### config.mk
export PLATFORM = sky130hd
export DESIGN_NAME = branch_pc_ctrl
export DESIGN_NICKNAME = d
export VERILOG_FILES = /design/src/rtl/branch_pc_ctrl.sv
export SDC_FILE = /design/constraint.sdc
export NUM_CORES = 1
export LEC_CHECK = 0
export ABC_AREA = 1
export BUFFER_PORTS_ARGS = -buffer_cell sky130_fd_sc_hd__buf_4
export CAP_MARGIN = 5
export CORE_UTILIZATION = 59
export CTS_BUF_LIST = sky130_fd_sc_hd__clkbuf_2 sky130_fd_sc_hd__clkbuf_4 sky130_fd_sc_hd__clkbuf_8
export CTS_CLUSTER_DIAMETER = 60
export CTS_CLUSTER_SIZE = 12
export DETAILED_ROUTE_END_ITERATION = 10
export GPL_ROUTABILITY_DRIVEN = 0
export GPL_TIMING_DRIVEN = 0
export PLACE_DENSITY = 0.89
export SKIP_CTS_REPAIR_TIMING = 1
export SYNTH_ARGS = -nofsm -noshare
export SYNTH_HDL_FRONTEND = slang
export SYNTH_SLANG_ARGS = --single-unit
### constraint.sdc
create_clock -name clk -period 2.5 [get_ports clk]
set_input_delay 0 -clock clk [delete_from_list [all_inputs] [get_ports clk]]
set_output_delay 0 -clock clk [all_outputs]
set_load 0.05 [all_outputs]
### src/rtl/branch_pc_ctrl.sv
// branch_pc_ctrl: next-fetch PC with conditional jump/call/return and a return stack.
// Define STACK_OVERWRITE_EN to let a call on a full stack evict the oldest entry.
module branch_pc_ctrl #(
  parameter int ADDR_W      = 8,
  parameter int PC_STEP     = 4,
  parameter int STACK_DEPTH = 4
) (
  input  logic                         clk,
  input  logic                         rst_n,
  input  logic                         en,
  input  logic [1:0]                   op,
  input  logic                         cond_result,
  input  logic [ADDR_W-1:0]            target,
  input  logic                         clr_flags,
  output logic [ADDR_W-1:0]            pc,
  output logic                         branch_taken,
  output logic [$clog2(STACK_DEPTH):0] stack_count,
  output logic                         stack_overflow,
  output logic                         stack_underflow
);

  localparam int PW = $clog2(STACK_DEPTH);
  localparam int CW = PW + 1;

`ifdef STACK_OVERWRITE_EN
  localparam logic OVW = 1'b1;
`else
  localparam logic OVW = 1'b0;
`endif

  localparam logic [1:0] OP_JMP  = 2'b01;
  localparam logic [1:0] OP_CALL = 2'b10;
  localparam logic [1:0] OP_RET  = 2'b11;

  logic [ADDR_W-1:0] r_pc;
  logic              r_bt;
  logic [CW-1:0]     r_cnt;
  logic [PW-1:0]     r_wp;
  logic              r_ovf;
  logic              r_unf;
  logic [ADDR_W-1:0] r_stk [STACK_DEPTH];

  logic [ADDR_W-1:0] w_seq;
  logic [ADDR_W-1:0] w_pc_nxt;
  logic              w_full;
  logic              w_empty;
  logic              w_jmp;
  logic              w_call;
  logic              w_ret;
  logic              w_push;
  logic              w_pop;
  logic              w_ovf_set;
  logic              w_unf_set;
  logic [PW-1:0]     w_top;
  logic [PW-1:0]     w_wp_inc;

  assign w_seq   = r_pc + ADDR_W'(PC_STEP);
  assign w_full  = (r_cnt == CW'(STACK_DEPTH));
  assign w_empty = (r_cnt == '0);

  assign w_jmp  = en & cond_result & (op == OP_JMP);
  assign w_call = en & cond_result & (op == OP_CALL);
  assign w_ret  = en & cond_result & (op == OP_RET);

  // A full-stack call only pushes when eviction of the oldest is allowed.
  assign w_push    = w_call & (~w_full | OVW);
  assign w_pop     = w_ret & ~w_empty;
  assign w_ovf_set = w_call & w_full;
  assign w_unf_set = w_ret & w_empty;

  // r_wp is the next free slot; the ring wraps so a full push lands on the oldest.
  assign w_top    = (r_wp == '0) ? PW'(STACK_DEPTH - 1) : r_wp - 1'b1;
  assign w_wp_inc = (r_wp == PW'(STACK_DEPTH - 1)) ? '0 : r_wp + 1'b1;

  // Select the next fetch address.
  always_comb begin
    w_pc_nxt = w_seq;
    unique case (1'b1)
      w_jmp, w_push: w_pc_nxt = target;
      w_pop:         w_pc_nxt = r_stk[w_top];
      default:       w_pc_nxt = w_seq;
    endcase
  end

  // PC, branch pulse and stack bookkeeping.
  always_ff @(posedge clk or negedge rst_n) begin
    if (!rst_n) begin
      r_pc  <= '0;
      r_bt  <= 1'b0;
      r_cnt <= '0;
      r_wp  <= '0;
    end else begin
      r_bt <= w_jmp | w_push | w_pop;
      if (en) r_pc <= w_pc_nxt;
      if (w_push) r_wp <= w_wp_inc;
      else if (w_pop) r_wp <= w_top;
      if (w_push & ~w_full) r_cnt <= r_cnt + 1'b1;
      else if (w_pop) r_cnt <= r_cnt - 1'b1;
    end
  end

  // Sticky error flags; a new error beats a same-cycle clear.
  always_ff @(posedge clk or negedge rst_n) begin
    if (!rst_n) begin
      r_ovf <= 1'b0;
      r_unf <= 1'b0;
    end else begin
      if (w_ovf_set) r_ovf <= 1'b1;
      else if (clr_flags) r_ovf <= 1'b0;
      if (w_unf_set) r_unf <= 1'b1;
      else if (clr_flags) r_unf <= 1'b0;
    end
  end

  // Return-address storage; contents need no reset.
  always_ff @(posedge clk) begin
    if (w_push) r_stk[r_wp] <= w_seq;
  end

  assign pc              = r_pc;
  assign branch_taken    = r_bt;
  assign stack_count     = r_cnt;
  assign stack_overflow  = r_ovf;
  assign stack_underflow = r_unf;

endmodule

==> flow_summary.toml, run 1 <==
[status]
status = "complete, no violations"

[routing]
antenna_left = 0
wl_mm = 4.941
drc = 0
via_per_inst = 5.403
drt_iter0_markers = 128
wire_per_inst_um = 15.54
num_vias = 1718
first_pass_iters = 4

[pwr]
p_leak_uw = 0.001192
p_comb_share_pct = 46.8
power_density_mw_per_mm2 = 1146
power.switching_uw = 1393
power_frac_clock_pct = 15.6
vdd_ir_drop_max_uv = 868.3
p_int_uw = 1754
swShare_pct = 44.26
p_seq_share_pct = 37.6

[sta]
layout_min_cycle_time_ns = 2.100
holdWs_ns = 0.01600
drv_slew = 0
setup_viol = 0
finClkSkew_ns = 0.007920
fin_ws_ns = 0.4001
finalHoldViolCount = 0
fin_tns_setup_ns = 0
fmax_mhz = 476.2
rsz0062_at_grt = "false"
worst_slew_pin_slew_ns = 0.8161
period_share_pct = 84.00
slew_headroom_pct = 45.39

[min_path]
hold_path_class = "input port to flip-flop"
hold_depth = 5
hp-start = "target[3]"

[worst_setup_path]
end_kind = "flip-flop"
cp-startpoint = "r_wp[0]"
cp_data_arrival_time_ns = 2.03
critPathRequiredTime_ns = 2.43
r2r-start = "r_wp[0]"
crit_path_cell_trace = "buf_4 > inv_1 > ha_1 > inv_2 > nor2_1"
cp.buffers_inverters = 3
crit_fanout = 10
reg2reg_slack_ns = 0.40
cp_slowest_stage_delay_ns = 0.64
crit_family = "simple AND/OR/NAND/NOR gates"
cp.depth = 5
critPathLaunchType = "flip-flop"
reg2regPathDepth = 5
crit_path_top_delay_cell = "nor2_1"
worstSetupPathType = "flip-flop to flip-flop"

[clock_network]
cts_tree = "done"
clk_path_buf_depth = 2
numCtsBuffers = 5
cts_root_buffer = "clkbuf_8"
path_clk_slew_ns = 0.09
clock-sinks = 48
clkLatencyLatePin_ns = 0.30
cts.htree.levels = 2

[global_route]
grt_max_degree = 17
grt_pass1_wl_mm = 7.810
grt_overflow_total = 0
grt_pass1_vias = 1608
grt_usage_pct = 25.86
antenna_found_initial = 0

[logic_synthesis]
synth_top_family_by_area = "simple AND/OR/NAND/NOR gates"
yosysTopAreaCell = "edfxtp_1"
syn_nets = 250
synth_compound_area_share_pct = 3.761
synthXorXnorAreaFrac_pct = 1.881
ys_seq_area_share_pct = 58.46
ys_ff_latch = 48
ys_async_sr_fraction_pct = 33.33
syn_area_sq_mm = 0.002328
ys_warn_count = 0
postSynthAreaPerCell_sq_um = 10.17
synthCells = 229
yosys-top-cells-area = "edfxtp_1 (41%), dfrtp_1 (17%), nand2_1 (9.0%)"
synth_edf_count = 32
synth_simple_gate_area_share_pct = 26.06
synth_cell_types = 29
synth_mux_area_share_pct = 0
synth_top_area_share_pct = 41.27
synth-main-ff-cell = "edfxtp_1"
synth_fa_ha_area_share_pct = 3.546

[placement]
place_ws_ns = 0.4161
post-dp-hpwl_mm = 3.451
port_buffers = 28
dp.cells = 305

[floorplanning]
core_sq_mm = 0.003716
die_w_um = 64.82
rows = 22
ioPinCount = 29
start_util_pct = 62.66
fp.dieH_um = 64.82
die_area_sq_mm = 0.004202

[cells_and_area]
multi_input_area_sq_um = 820.8
fillers = 256
seq_area_sq_mm = 0.001361
n_antenna_cell = 0
fin_nets = 290
fin_cells = 318
drive_above_1_share_pct = 21.85
area_growth_pct = 17.95
mostFrequentLayoutCell = "nand2_1"
final_cell_mix = "nand2_1 (56), nand3_1 (36), buf_4 (32), edfxtp_1 (32), inv_1 (21)"
utilization_pct = 73.91

[job]
drv_cap = 0
==> flip-flops by register name, summed over array words and instances (netlist names) <==
name / flops
stack_count: 3
r_stk: 32
branch_taken: 1
stack_overflow: 1
r_wp: 2
stack_underflow: 1
pc: 8
==> layer usage <==
| layer | routed length (um) | share of wire [%] | track usage [%] | vias to the layer above |
|---|---|---|---|---|
| met2 | 2537 | 51 | 42.97 | 55 |
| met1 | 2092 | 42 | 34.46 | 810 |
| met3 | 230 | 4.7 | 4.225 | 9 |
| met5 | 0 | 0 | 0 | - |
| met4 | 80 | 1.6 | 8.889 | 0 |
| li1 | - | - | - | 844 |
==> cell usage after synthesis (3+ instances only) <==
| library cell | instances |
|---|---|
| buf_4 | 4 |
| dfrtp_1 | 16 |
| edfxtp_1 | 32 |
| ha_1 | 5 |
| inv_1 | 21 |
| nand2_1 | 56 |
| nand2_2 | 3 |
| nand2_4 | 5 |
| nand3_1 | 36 |
| nand4_1 | 4 |
| nor2_1 | 17 |
| o21ai_0 | 4 |
| o22ai_1 | 3 |
| xor2_1 | 4 |
==> worst register-to-register path, cell delays in order (launching register included) <==
cell and delay [ns]:
dfrtp_1 0.41, buf_4 0.19, inv_1 0.16, ha_1 0.23, inv_2 0.11, nor2_1 0.64
==> per-stage QoR <==
stage	total power (uW)	area [sq um]
2_1_floorplan	2243	2328
3_3_place_gp	2584	2599
3_5_place_dp	2651	2599
4_1_cts	3126	2696
5_1_grt	3331	2746
6_report	3147	2746
==> power groups by stage <==
| stage | sequential [uW] | combinational, uW | clock (uW) |
|---|---|---|---|
| after floorplan | 1400 | 843 | 0 |
| after global placement | 1190 | 1400 | 0 |
| after detailed placement | 1190 | 1460 | 0 |
| after CTS | 1180 | 1460 | 482 |
| after global routing | 1200 | 1610 | 521 |
| final | 1180 | 1470 | 490 |
==> kinds of logic after synthesis <==
family | after synthesis
and+or+nand+nor | 126
DFF | 48
buffers and inverters | 31
AOI/OAI and AO/OA | 13
adders and majority gates | 6
xor gates and xnor gates | 5
==> final cells by class <==
class,count,share of cell area (%)
sequential,48,49.57
clock inverter,1,0.2733
timing repair buffer,33,9.476
tap,48,2.187
inverter,25,3.690
multi-input combinational,150,29.89
buffer,6,1.640
clock buffer,7,3.280
==> final timing paths <==
check                                  end
max                            r_stk[0][6]
min                                  pc[3]
max reg2reg                    r_stk[0][6]
min reg2reg                stack_underflow
max in group asynchronous            pc[2]
min in group asynchronous            pc[1]
(Power assumes the default switching activity.)
==> run 2: changes to the inputs <==
--- a/config.mk
+++ b/config.mk
@@ -5,7 +5,7 @@
 export SDC_FILE = /design/constraint.sdc
 export NUM_CORES = 1
 export LEC_CHECK = 0
-export ABC_AREA = 1
+export ABC_AREA = 0
 export BUFFER_PORTS_ARGS = -buffer_cell sky130_fd_sc_hd__buf_4
 export CAP_MARGIN = 5
 export CORE_UTILIZATION = 59
==> constraint.sdc (replaced) <==
create_clock -name clk -period 2 [get_ports clk]
set_input_delay 0 -clock clk [delete_from_list [all_inputs] [get_ports clk]]
set_output_delay 0 -clock clk [all_outputs]
set_load 0.05 [all_outputs]
==> flow_summary.toml, run 2 <==
[global_route]
grt_max_degree = 17
grt_usage_pct = 25.24
grt_pass1_wl_mm = 7.403
grt_overflow_total = 0
antenna_found_initial = 0
grt_pass1_vias = 1571

[floorplanning]
rows = 22
die_w_um = 63.58
ioPinCount = 29
fp.dieH_um = 63.58
die_area_sq_mm = 0.004042
core_sq_mm = 0.003661
start_util_pct = 61.11

[cells_and_area]
utilization_pct = 75.94
n_antenna_cell = 0
drive_above_1_share_pct = 33.50
area_growth_pct = 24.27
fin_nets = 226
largest_register_ffs = 32
final_cell_mix = "buf_4 (39), edfxtp_1 (32), dfrtp_1 (15)"
fin_cells = 254
regMostFlops = "r_stk"
mostFrequentLayoutCell = "buf_4"

[sta]
fmax_mhz = 481.1
drv_slew = 0
fin_ws_ns = -0.07838
worst_slew_pin_slew_ns = 0.8010
period_share_pct = 103.9
rsz0062_at_grt = "true"
setup_viol = 2
finClkSkew_ns = 0.01249
layout_min_cycle_time_ns = 2.078
finalHoldViolCount = 0
slew_headroom_pct = 46.40

[worst_setup_path]
critPathLaunchType = "flip-flop"
cp_data_arrival_time_ns = 2.26
end_kind = "flip-flop"
crit_fanout = 7
worstSetupPathType = "flip-flop to flip-flop"
critPathRequiredTime_ns = 2.19

[clock_network]
cts_root_buffer = "clkbuf_8"
clk_path_buf_depth = 2
clock-sinks = 48
numCtsBuffers = 5
clkLatencyLatePin_ns = 0.29
cts_tree = "done"
cts.htree.levels = 2
path_clk_slew_ns = 0.09

[job]
drv_cap = 0

[status]
status = "finished, violations left"
violations = "negative setup slack"

[logic_synthesis]
synthTopCellsByCount = "edfxtp_1 (32), dfrtp_1 (16), inv_1 (11)"
ys_async_sr_fraction_pct = 33.33
postSynthAreaPerCell_sq_um = 14.25
yosys-top-cells-area = "edfxtp_1 (43%), dfrtp_1 (18%), mux4_2 (8.1%)"
syn_area_sq_mm = 0.002237
synthCells = 157
yosysTopAreaCell = "edfxtp_1"
synth-main-ff-cell = "edfxtp_1"
synth_top_area_share_pct = 42.95
synth_edf_count = 32
ys_ff_latch = 48
synth_cell_types = 44
synth.most_common_cell = "edfxtp_1"
ys_seq_area_share_pct = 60.85
syn_nets = 178
ys_warn_count = 0

[min_path]
hold_path_class = "input port to flip-flop"

[routing]
drt_iter0_markers = 257
drc = 0
wire_per_inst_um = 20.18
num_vias = 1602
wl_mm = 5.125
first_pass_iters = 8
via_per_inst = 6.307
antenna_left = 0

[pwr]
p_leak_uw = 0.001097
power_density_mw_per_mm2 = 1485
vdd_ir_drop_max_uv = 701.2

[placement]
post-dp-hpwl_mm = 3.142
dp.cells = 233
port_buffers = 28
## run 2: critical path: stages, from the launching register on
cell,delay (ns)
dfrtp_1,0.41
inv_2,0.08
ha_4,0.17
nor2b_4,0.11
buf_6,0.15
mux4_2,0.53
a32o_1,0.22
a221o_1,0.29
## run 2: area by class of cell
cell class | instances | area [sq um]
Buffer | 6 | 45.04
Clock buffer | 6 | 82.58
Clock inverter | 2 | 33.78
Fill cell | 201 | 880.8
Inverter | 11 | 41.29
Multi-Input combinational cell | 91 | 827.0
Sequential cell | 48 | 1363
Tap cell | 48 | 60.06
Timing Repair Buffer | 42 | 327.8
## run 2: kinds of logic after synthesis
kind of cell,count (synthesis),share of synthesized area [%]
xor+xnor,5,1.958
compound gates,32,10.96
flops,48,60.85
simple gates,38,9.564
mux,10,8.948
fa+ha+maj,6,3.691
buf+inv,18,4.027
## run 2: layer usage
layer | wire length (um) | up-vias | part of all wire, % | GRT usage (%)
met5 | 0 | - | 0 | 0
met4 | 78 | 0 | 1.5 | 13.35
met3 | 450 | 10 | 8.8 | 4.529
met1 | 1928 | 773 | 38 | 32.13
met2 | 2666 | 121 | 52 | 41.09
li1 | - | 698 | - | -
## run 2: power breakdown
group | internal (uW) | leakage, uW | switching [uW] | total [uW]
Combinational | 821 | 0.000560 | 1060 | 1880
Sequential | 1320 | 0.000478 | 216 | 1540
Clock | 403 | 0.0000588 | 311 | 714
Total | 2540 | 0.00110 | 1580 | 4130
## run 2: path summary, 6_finish.rpt
check | cells past startpoint | start | slack (ns) | endpoint
hold reg to reg | 2 | stack_overflow | 0.54 | stack_overflow
setup / recovery | 7 | r_wp[0] | -0.08 | pc[4]
setup reg to reg | 7 | r_wp[0] | -0.08 | pc[4]
hold / removal | 3 | target[2] | 0.006 | pc[2]
min in group asynchronous | 2 | rst_n | 0.09 | stack_count[1]
max in group asynchronous | 2 | rst_n | 1.70 | pc[2]
## run 2: stage by stage
stage,TNS (ns),power [uW],cell area [sq um],setup WS [ns],hold WS [ns]
finish,-0.1068,4129,2780,-0.07838,0.006034
global route,-0.3961,4295,2780,-0.1403,0.01723
CTS,-1.660,3865,2633,-0.3768,-0.4430
detailed placement,-1.490,3158,2516,-0.3564,-0.1253
global placement,-0.6708,3054,2516,-0.2369,-0.1308
floorplan,-0.01023,2691,2246,-0.01023,-0.2956
